$ cat config.mk
export PLATFORM = sky130hd
export DESIGN_NAME = cgra_issue_ctrl_flat
export DESIGN_NICKNAME = d
export VERILOG_FILES = /design/src/rtl/cgra_issue_ctrl_pkg.sv /design/src/rtl/cgra_issue_ctrl_if.sv /design/src/rtl/cgra_issue_ctrl_vec_beat_counter.sv /design/src/rtl/cgra_issue_ctrl.sv /design/src/flat_wrapper.sv
export SDC_FILE = /design/constraint.sdc
export NUM_CORES = 1
export LEC_CHECK = 0
export ABC_AREA = 0
export BUFFER_PORTS_ARGS = -buffer_cell sky130_fd_sc_hd__buf_2
export CAP_MARGIN = 20
export CORE_MARGIN = 2
export CORE_UTILIZATION = 49
export CTS_CLUSTER_DIAMETER = 100
export CTS_CLUSTER_SIZE = 20
export DETAILED_ROUTE_END_ITERATION = 7
export PLACE_DENSITY_LB_ADDON = 0.15
export SKIP_LAST_GASP = 1
export SLEW_MARGIN = 0
export SYNTH_ARGS = -nofsm -noshare
export SYNTH_HDL_FRONTEND = slang
export SYNTH_SLANG_ARGS = --single-unit
$ cat constraint.sdc
create_clock -name clk -period 2.7 [get_ports clk]
set_input_delay 0.135 -clock clk [delete_from_list [all_inputs] [get_ports clk]]
set_output_delay 0.135 -clock clk [all_outputs]
set_load 0.01 [all_outputs]
$ cat src/rtl/cgra_issue_ctrl_pkg.sv
// Shared types and constants for the CGRA issue sequencer.
//   issue_state_t        - sequencer FSM encoding
//   PC_STEP              - byte increment for a sequential instruction
//   DEF_DWIDTH_*         - shared datapath widths (instruction, vector length
//                          / element index, scalar data)
package cgra_issue_pkg;

  localparam int DEF_PC_W         = 12;
  localparam int DEF_DWIDTH_INST  = 32;
  localparam int DEF_DWIDTH_RFADD = 12;
  localparam int DEF_DWIDTH_INT   = 32;

  localparam int PC_STEP = 4;

  typedef enum logic [2:0] {
    ST_IDLE   = 3'd0,
    ST_FETCH  = 3'd1,
    ST_LOAD   = 3'd2,
    ST_DECODE = 3'd3,
    ST_VEXEC  = 3'd4,
    ST_DONE   = 3'd5
  } issue_state_t;

endpackage

$ cat src/rtl/cgra_issue_ctrl_if.sv
// Issue-sequencer side bus: instruction memory, decoder classification,
// scalar RF read data and vector element beats.
//   master : the sequencer (drives imem request, instruction, beats)
//   slave  : the environment (memory, decoder, RF, vector datapath)
interface cgra_issue_ctrl_if
  import cgra_issue_pkg::*;
#(
  parameter int PC_W         = DEF_PC_W,
  parameter int dwidth_inst  = DEF_DWIDTH_INST,
  parameter int dwidth_RFadd = DEF_DWIDTH_RFADD,
  parameter int dwidth_int   = DEF_DWIDTH_INT
);
  logic                    imem_rd_en;
  logic [PC_W-3:0]         imem_addr;
  logic [dwidth_inst-1:0]  imem_rdata;
  logic [dwidth_inst-1:0]  instr_o;
  logic                    instr_valid;
  logic                    dec_is_not_vect;
  logic                    dec_is_beq;
  logic                    dec_wen_ITR;
  logic [dwidth_RFadd-1:0] dec_ITR;
  logic [11:0]             dec_branch_immediate;
  logic [dwidth_int-1:0]   rs1_data;
  logic [dwidth_int-1:0]   rs2_data;
  logic                    vec_active;
  logic                    vec_ready;
  logic [dwidth_RFadd-1:0] vec_elem_idx;
  logic                    vec_last;

  modport master (
    output imem_rd_en, imem_addr, instr_o, instr_valid,
           vec_active, vec_elem_idx, vec_last,
    input  imem_rdata, dec_is_not_vect, dec_is_beq, dec_wen_ITR, dec_ITR,
           dec_branch_immediate, rs1_data, rs2_data, vec_ready
  );

  modport slave (
    input  imem_rd_en, imem_addr, instr_o, instr_valid,
           vec_active, vec_elem_idx, vec_last,
    output imem_rdata, dec_is_not_vect, dec_is_beq, dec_wen_ITR, dec_ITR,
           dec_branch_immediate, rs1_data, rs2_data, vec_ready
  );

endinterface

$ cat src/rtl/cgra_issue_ctrl_vec_beat_counter.sv
// Element index counter for one vector instruction.
//   load   : restart at element 0
//   vl     : vector length (element count)
//   ready  : beat accepted this cycle (already qualified by the caller)
//   idx    : current element index
//   last   : idx is the final element
//   finish : final element accepted this cycle
module vec_beat_counter #(
  parameter int W = 12
) (
  input  logic         clk,
  input  logic         rst_n,
  input  logic         load,
  input  logic [W-1:0] vl,
  input  logic         ready,
  output logic [W-1:0] idx,
  output logic         last,
  output logic         finish
);

  assign last   = (idx == (vl - W'(1)));
  assign finish = ready & last;

  always_ff @(posedge clk or negedge rst_n) begin
    if (!rst_n) begin
      idx <= '0;
    end else if (load || finish) begin
      idx <= '0;
    end else if (ready) begin
      idx <= idx + W'(1);
    end
  end

endmodule

$ cat src/rtl/cgra_issue_ctrl.sv
// Instruction issue sequencer for one CGRA vector PE.
// Fetches from a synchronous-read imem, registers the instruction for the
// decoder, advances the PC (sequential or taken beq), latches the vector
// length from vsetivli and stalls while a vector instruction emits beats.
// Ports:
//   clk, rst_n        - clock, async active-low reset
//   start, start_pc   - launch pulse (IDLE only) and byte start PC
//   prog_end          - byte PC at which the program ends
//   busy, done        - not-IDLE flag, one-cycle end-of-program pulse
//   bus (master)      - imem, decoder, RF data and vector beat signals
// Optional (macro ISSUE_PERF_CNT_EN):
//   perf_busy_cycles  - saturating count of busy cycles
//   perf_stall_cycles - saturating count of VEXEC cycles with vec_ready low
//
// state     | meaning
// ----------+-------------------------------------------------
// ST_IDLE   | waiting for start
// ST_FETCH  | end-of-program check, imem read strobe
// ST_LOAD   | capture imem read data into instr_q
// ST_DECODE | decoder outputs valid; update pc / vl_q
// ST_VEXEC  | emitting vector element beats
// ST_DONE   | one-cycle done pulse
module cgra_issue_ctrl
  import cgra_issue_pkg::*;
#(
  parameter int PC_W         = DEF_PC_W,
  parameter int dwidth_inst  = DEF_DWIDTH_INST,
  parameter int dwidth_RFadd = DEF_DWIDTH_RFADD,
  parameter int dwidth_int   = DEF_DWIDTH_INT
) (
  input  logic                 clk,
  input  logic                 rst_n,
  input  logic                 start,
  input  logic [PC_W-1:0]      start_pc,
  input  logic [PC_W-1:0]      prog_end,
  output logic                 busy,
  output logic                 done,
`ifdef ISSUE_PERF_CNT_EN
  output logic [31:0]          perf_busy_cycles,
  output logic [31:0]          perf_stall_cycles,
`endif
  cgra_issue_ctrl_if.master    bus
);

  issue_state_t            state_q, state_d;
  logic [PC_W-1:0]         pc_q, pc_d;
  logic [dwidth_RFadd-1:0] vl_q, vl_d;
  logic [dwidth_inst-1:0]  instr_q, instr_d;
  logic                    start_acc;

  logic                    beat_load, beat_ready, beat_last, beat_finish;
  logic [dwidth_RFadd-1:0] beat_idx;

  logic [dwidth_int-1:0]   rs1_val, rs2_val;
  logic                    pc_at_end;
  // {sext(imm), 1'b0} built wide enough for any PC_W, then truncated
  logic [PC_W+12:0]        br_off_full;
  logic [PC_W-1:0]         br_off;

  assign rs1_val     = bus.rs1_data;
  assign rs2_val     = bus.rs2_data;
  assign pc_at_end   = (pc_q >= prog_end);
  assign br_off_full = {{PC_W{bus.dec_branch_immediate[11]}}, bus.dec_branch_immediate, 1'b0};
  assign br_off      = br_off_full[PC_W-1:0];
  assign beat_ready  = bus.vec_ready && (state_q == ST_VEXEC);

  vec_beat_counter #(.W(dwidth_RFadd)) u_beat (
    .clk    (clk),
    .rst_n  (rst_n),
    .load   (beat_load),
    .vl     (vl_q),
    .ready  (beat_ready),
    .idx    (beat_idx),
    .last   (beat_last),
    .finish (beat_finish)
  );

  always_ff @(posedge clk or negedge rst_n) begin
    if (!rst_n) begin
      state_q <= ST_IDLE;
      pc_q    <= '0;
      vl_q    <= '0;
      instr_q <= '0;
    end else begin
      state_q <= state_d;
      pc_q    <= pc_d;
      vl_q    <= vl_d;
      instr_q <= instr_d;
    end
  end

  always_comb begin
    state_d   = state_q;
    pc_d      = pc_q;
    vl_d      = vl_q;
    instr_d   = instr_q;
    beat_load = 1'b0;
    start_acc = 1'b0;
    case (state_q)
      ST_IDLE: begin
        if (start) begin
          pc_d      = start_pc;
          start_acc = 1'b1;
          state_d   = ST_FETCH;
        end
      end
      ST_FETCH: state_d = pc_at_end ? ST_DONE : ST_LOAD;
      ST_LOAD: begin
        instr_d = bus.imem_rdata;
        state_d = ST_DECODE;
      end
      ST_DECODE: begin
        if (bus.dec_wen_ITR) vl_d = bus.dec_ITR;
        if (bus.dec_is_beq && (rs1_val == rs2_val)) pc_d = pc_q + br_off;
        else                                        pc_d = pc_q + PC_W'(PC_STEP);
        // vl_q here is the value before any vsetivli in this same instruction
        if (!bus.dec_is_not_vect && (vl_q != '0)) begin
          beat_load = 1'b1;
          state_d   = ST_VEXEC;
        end else begin
          state_d = ST_FETCH;
        end
      end
      ST_VEXEC: if (beat_finish) state_d = ST_FETCH;
      ST_DONE:  state_d = ST_IDLE;
      default:  state_d = ST_IDLE;
    endcase
  end

  assign busy             = (state_q != ST_IDLE);
  assign done             = (state_q == ST_DONE);
  assign bus.imem_rd_en   = (state_q == ST_FETCH) && !pc_at_end;
  assign bus.imem_addr    = pc_q[PC_W-1:2];
  assign bus.instr_o      = instr_q;
  assign bus.instr_valid  = (state_q == ST_DECODE) || (state_q == ST_VEXEC);
  assign bus.vec_active   = (state_q == ST_VEXEC);
  assign bus.vec_elem_idx = beat_idx;
  assign bus.vec_last     = (state_q == ST_VEXEC) && beat_last;

`ifdef ISSUE_PERF_CNT_EN
  always_ff @(posedge clk or negedge rst_n) begin
    if (!rst_n) begin
      perf_busy_cycles  <= '0;
      perf_stall_cycles <= '0;
    end else if (start_acc) begin
      perf_busy_cycles  <= '0;
      perf_stall_cycles <= '0;
    end else begin
      if (busy && (perf_busy_cycles != '1))
        perf_busy_cycles <= perf_busy_cycles + 32'd1;
      if ((state_q == ST_VEXEC) && !bus.vec_ready && (perf_stall_cycles != '1))
        perf_stall_cycles <= perf_stall_cycles + 32'd1;
    end
  end
`endif

endmodule

$ cat src/flat_wrapper.sv
// flat-port wrapper written by rule: the top's interface ports become plain ports
module cgra_issue_ctrl_flat import cgra_issue_pkg::*;
#(
  parameter int PC_W         = DEF_PC_W,
  parameter int dwidth_inst  = DEF_DWIDTH_INST,
  parameter int dwidth_RFadd = DEF_DWIDTH_RFADD,
  parameter int dwidth_int   = DEF_DWIDTH_INT
)
  (clk, rst_n, start, start_pc, prog_end, busy, done, bus_imem_rd_en, bus_imem_addr, bus_instr_o, bus_instr_valid, bus_vec_active, bus_vec_elem_idx, bus_vec_last, bus_imem_rdata, bus_dec_is_not_vect, bus_dec_is_beq, bus_dec_wen_ITR, bus_dec_ITR, bus_dec_branch_immediate, bus_rs1_data, bus_rs2_data, bus_vec_ready);
  cgra_issue_ctrl_if #(.PC_W(PC_W), .dwidth_inst(dwidth_inst), .dwidth_RFadd(dwidth_RFadd), .dwidth_int(dwidth_int)) bus_i ();
  input  logic clk;
  input  logic rst_n;
  input  logic start;
  input  logic [PC_W-1:0] start_pc;
  input  logic [PC_W-1:0] prog_end;
  output logic busy;
  output logic done;
  output wire logic [$bits(bus_i.imem_rd_en)-1:0] bus_imem_rd_en;
  output wire logic [$bits(bus_i.imem_addr)-1:0] bus_imem_addr;
  output wire logic [$bits(bus_i.instr_o)-1:0] bus_instr_o;
  output wire logic [$bits(bus_i.instr_valid)-1:0] bus_instr_valid;
  output wire logic [$bits(bus_i.vec_active)-1:0] bus_vec_active;
  output wire logic [$bits(bus_i.vec_elem_idx)-1:0] bus_vec_elem_idx;
  output wire logic [$bits(bus_i.vec_last)-1:0] bus_vec_last;
  input wire logic [$bits(bus_i.imem_rdata)-1:0] bus_imem_rdata;
  input wire logic [$bits(bus_i.dec_is_not_vect)-1:0] bus_dec_is_not_vect;
  input wire logic [$bits(bus_i.dec_is_beq)-1:0] bus_dec_is_beq;
  input wire logic [$bits(bus_i.dec_wen_ITR)-1:0] bus_dec_wen_ITR;
  input wire logic [$bits(bus_i.dec_ITR)-1:0] bus_dec_ITR;
  input wire logic [$bits(bus_i.dec_branch_immediate)-1:0] bus_dec_branch_immediate;
  input wire logic [$bits(bus_i.rs1_data)-1:0] bus_rs1_data;
  input wire logic [$bits(bus_i.rs2_data)-1:0] bus_rs2_data;
  input wire logic [$bits(bus_i.vec_ready)-1:0] bus_vec_ready;
  assign bus_imem_rd_en = bus_i.imem_rd_en;
  assign bus_imem_addr = bus_i.imem_addr;
  assign bus_instr_o = bus_i.instr_o;
  assign bus_instr_valid = bus_i.instr_valid;
  assign bus_vec_active = bus_i.vec_active;
  assign bus_vec_elem_idx = bus_i.vec_elem_idx;
  assign bus_vec_last = bus_i.vec_last;
  assign bus_i.imem_rdata = bus_imem_rdata;
  assign bus_i.dec_is_not_vect = bus_dec_is_not_vect;
  assign bus_i.dec_is_beq = bus_dec_is_beq;
  assign bus_i.dec_wen_ITR = bus_dec_wen_ITR;
  assign bus_i.dec_ITR = bus_dec_ITR;
  assign bus_i.dec_branch_immediate = bus_dec_branch_immediate;
  assign bus_i.rs1_data = bus_rs1_data;
  assign bus_i.rs2_data = bus_rs2_data;
  assign bus_i.vec_ready = bus_vec_ready;
  cgra_issue_ctrl #(.PC_W(PC_W), .dwidth_inst(dwidth_inst), .dwidth_RFadd(dwidth_RFadd), .dwidth_int(dwidth_int)) u_core (.clk(clk), .rst_n(rst_n), .start(start), .start_pc(start_pc), .prog_end(prog_end), .busy(busy), .done(done), .bus(bus_i));
endmodule
==> results.yml <==
critical_path:
  path_class: "reg2out"
  critPathLaunchType: "flop"
  critPathLaunch: "u_core.vl_q[0]$_DFFE_PN0P_"
  critical-path-max-stage-delay_ns: 0.49
  cp.required_ns: 2.57
  cp_max_fo: 5
  path_cells: "inv_2 > ha_4 > or4b_4 > o41ai_4 > nor2_2 > nand4b_1 > nor3b_2 > buf_2"
  worstSetupEndpointType: "output port"
  crit_slowest_cell: "or4b_4"
  r2r-start: "u_core.vl_q[1]$_DFFE_PN0P_"
  critPathArrivalTime_ns: 2.48
layout:
  seq_area_um2: 1780
  diodes: 0
  fillCellCount: 828
  area_delta_synth_final_pct: 33.7
  final_nets: 909
  drive_gt1_frac: 0.439
  final_util: 0.674
  multi_input_area_um2: 2930
placed_design:
  dpl_worst_slack_ns: 0.150
  numPortBuffers: 209
  gp_congestion: 0.886
  post-dp-hpwl_mm: 10.1
floorplanning:
  die_x_um: 104
  initial_core_util: 0.504
  core_um2: 9730
  io_pins: 211
  die_h_um: 104
  dieArea_um2: 10800
  rows: 36
logic_synthesis:
  synth_area_um2: 4910
  avgSynthCellArea_um2: 9.79
  synth.distinct_cells: 63
  ys_ff_latch: 71
  ys.warnings.count: 0
  syn-num-nets: 679
  ys.flop_type: "dfrtp_1"
  netlist_instances: 501
  synthArstFlopShare: 1.00
  synth_edf_count: 0
  yosysSeqAreaShare: 0.362
timing:
  finalWorstSetupSlack_ns: 0.0897
  max_slew.worst_pin.slew_ns: 0.937
  skew_ns: 0.0141
  slew_headroom: 0.376
  drv_slew: 0
  hold_viol: 8
  fin_crit_ns: 2.61
  setup_viol: 0
  finalCritPeriodShare: 0.967
  fin_hold_ws_ns: -0.0192
  max_freq_ghz: 0.383
  rsz0062_at_grt: "true"
clock_network:
  path_clk_slew_ns: 0.10
  clock-sinks: 71
  cts_tree: "yes"
  insertion_delay_ns: 0.35
  root_buffer: "clkbuf_8"
  clockBufferDepth: 2
  cts-buffers-inserted: 9
  htreeDepth: 3
global_route:
  grt_antenna_before_repair: 0
  grt_start_max_net_pins: 72
  grt_pass1_vias: 4815
  grt_use_total: 0.248
  grt_pass1_wl_mm: 22.0
  gr-total-overflow: 0
routing:
  via_per_inst: 5.37
  wl_mm: 13.6
  firstDrtPassIters: 5
  remaining_drc_errors: 0
  num_vias: 4669
  wire_per_inst_um: 15.6
  antenna_left: 0
  first_iter_violations: 178
power_and_ir_drop:
  leakagePower_nw: 3.11
  powerDensity_nw_per_um2: 977
  p_total_mw: 6.41
  ir_drop_mv: 0.546
status:
  status: "finished, violations left"
  violations: "hold timing"
min_path:
  hold_path.class: "in2async"
flow_run:
  maxCapViolCount: 0
## routing by layer
metal / share of wire / global-route usage
met5: 0 / 0
met4: 0.022 / 0.0898
met3: 0.074 / 0.0627
met2: 0.50 / 0.430
met1: 0.41 / 0.299
## cell type report
| type | count | share of cell area |
|---|---|---|
| clock buffer | 9 | 0.0189 |
| clock inverter | 7 | 0.00973 |
| inverter | 27 | 0.0155 |
| multi-input combinational | 373 | 0.447 |
| sequential | 71 | 0.272 |
| tap | 133 | 0.0254 |
| timing repair buffer | 249 | 0.211 |
## power by group
part	internal [mW]	switching (mW)	total [mW]
clock network	0.354	0.475	0.830
logic	1.78	1.71	3.49
registers	1.55	0.540	2.09
## state kept, by name, summed over array words and instances (netlist names)
name	cells
u_core.u_beat.idx	12
u_core.bus.instr_o	32
u_core.state_q	3
u_core.pc_q	12
u_core.vl_q	12
## per-stage QoR
stage	instances	area (um^2)	setup TNS [ns]
final	869	6560	0
after global routing	869	6560	-0.0178
after CTS	859	6430	0
after detailed placement	827	6060	0
after global placement	827	6060	0
after floorplan	501	4910	0
## worst paths after layout
| check | end | slack (ns) | cells after the start |
|---|---|---|---|
| max | bus_vec_last | 0.09 | 8 |
| min | u_core.vl_q[8]$_DFFE_PN0P_ | -0.02 | 2 |
| max reg2reg | u_core.u_beat.idx[9]$_DFFE_PN0P_ | 0.11 | 8 |
| min reg2reg | u_core.bus.instr_o[16]$_DFFE_PN0P_ | 0.51 | 1 |
| max in group asynchronous | u_core.vl_q[0]$_DFFE_PN0P_ | 2.05 | 2 |
| min in group clk | u_core.bus.instr_o[14]$_DFFE_PN0P_ | 0.02 | 2 |
## cells in the mapped netlist, drive strengths merged, types with 17 or more instances
library cell / number / area (um^2)
xnor2: 56 / 490
nor2: 30 / 113
dfrtp: 71 / 1780
mux2: 45 / 507
nor3: 22 / 115
a21oi: 17 / 85.1
o21ai: 22 / 110
nand2: 25 / 93.8
ha: 26 / 325
buf: 17 / 123
inv: 27 / 101
## critical path, delay by kind of cell (launching register included)
kind	cells	cell delay (ns)
adders and majority gates	1	0.14
buffers and inverters	2	0.24
AOI/OAI and AO/OA	1	0.31
DFF	1	0.46
and+or+nand+nor	4	0.97
## cell usage in the layout (no fill, tap or decap), drive strengths merged, types with 3 or more instances in the layout
master,Yosys,layout
buf,17,233
dfrtp,71,71
xnor2,56,56
mux2,45,45
inv,27,31
nor2,30,30
ha,26,26
nand2,25,25
o21ai,22,22
nor3,22,22
a21oi,17,17
dlygate4sd3,0,16
nand3,14,14
xor2,14,14
nand4,13,13
clkbuf,14,9
and3,7,8
mux2i,7,7
nor2b,6,6
o211ai,6,6
a31oi,4,4
nor3b,4,4
nand3b,3,3
nand2b,3,3
nand4b,3,3
nor4,3,3
o22ai,3,3
o2111ai,3,3
## logic make-up after synthesis
| kind of cell | Yosys count | synth area share |
|---|---|---|
| AND/OR/NAND/NOR | 145 | 0.163 |
| multiplexers | 52 | 0.118 |
| buffers and inverters | 58 | 0.0563 |
| adder cells (fa/ha/maj) | 27 | 0.0704 |
| AO/OA/AOI/OAI | 78 | 0.106 |
| XOR/XNOR | 70 | 0.125 |
| flip-flops | 71 | 0.362 |
## what timing repair did
item | 4_1_cts | 5_1_grt
cloned | 0 | 1
setup endpoints to repair | 1 | 2
hold buffers | 16 | 0
setup buffers | 0 | 9
endpoints found under the hold margin | 16 | 0
pin swaps | 1 | 9
resized for setup | 5 | 15
Power figures use the tool's default switching activity.
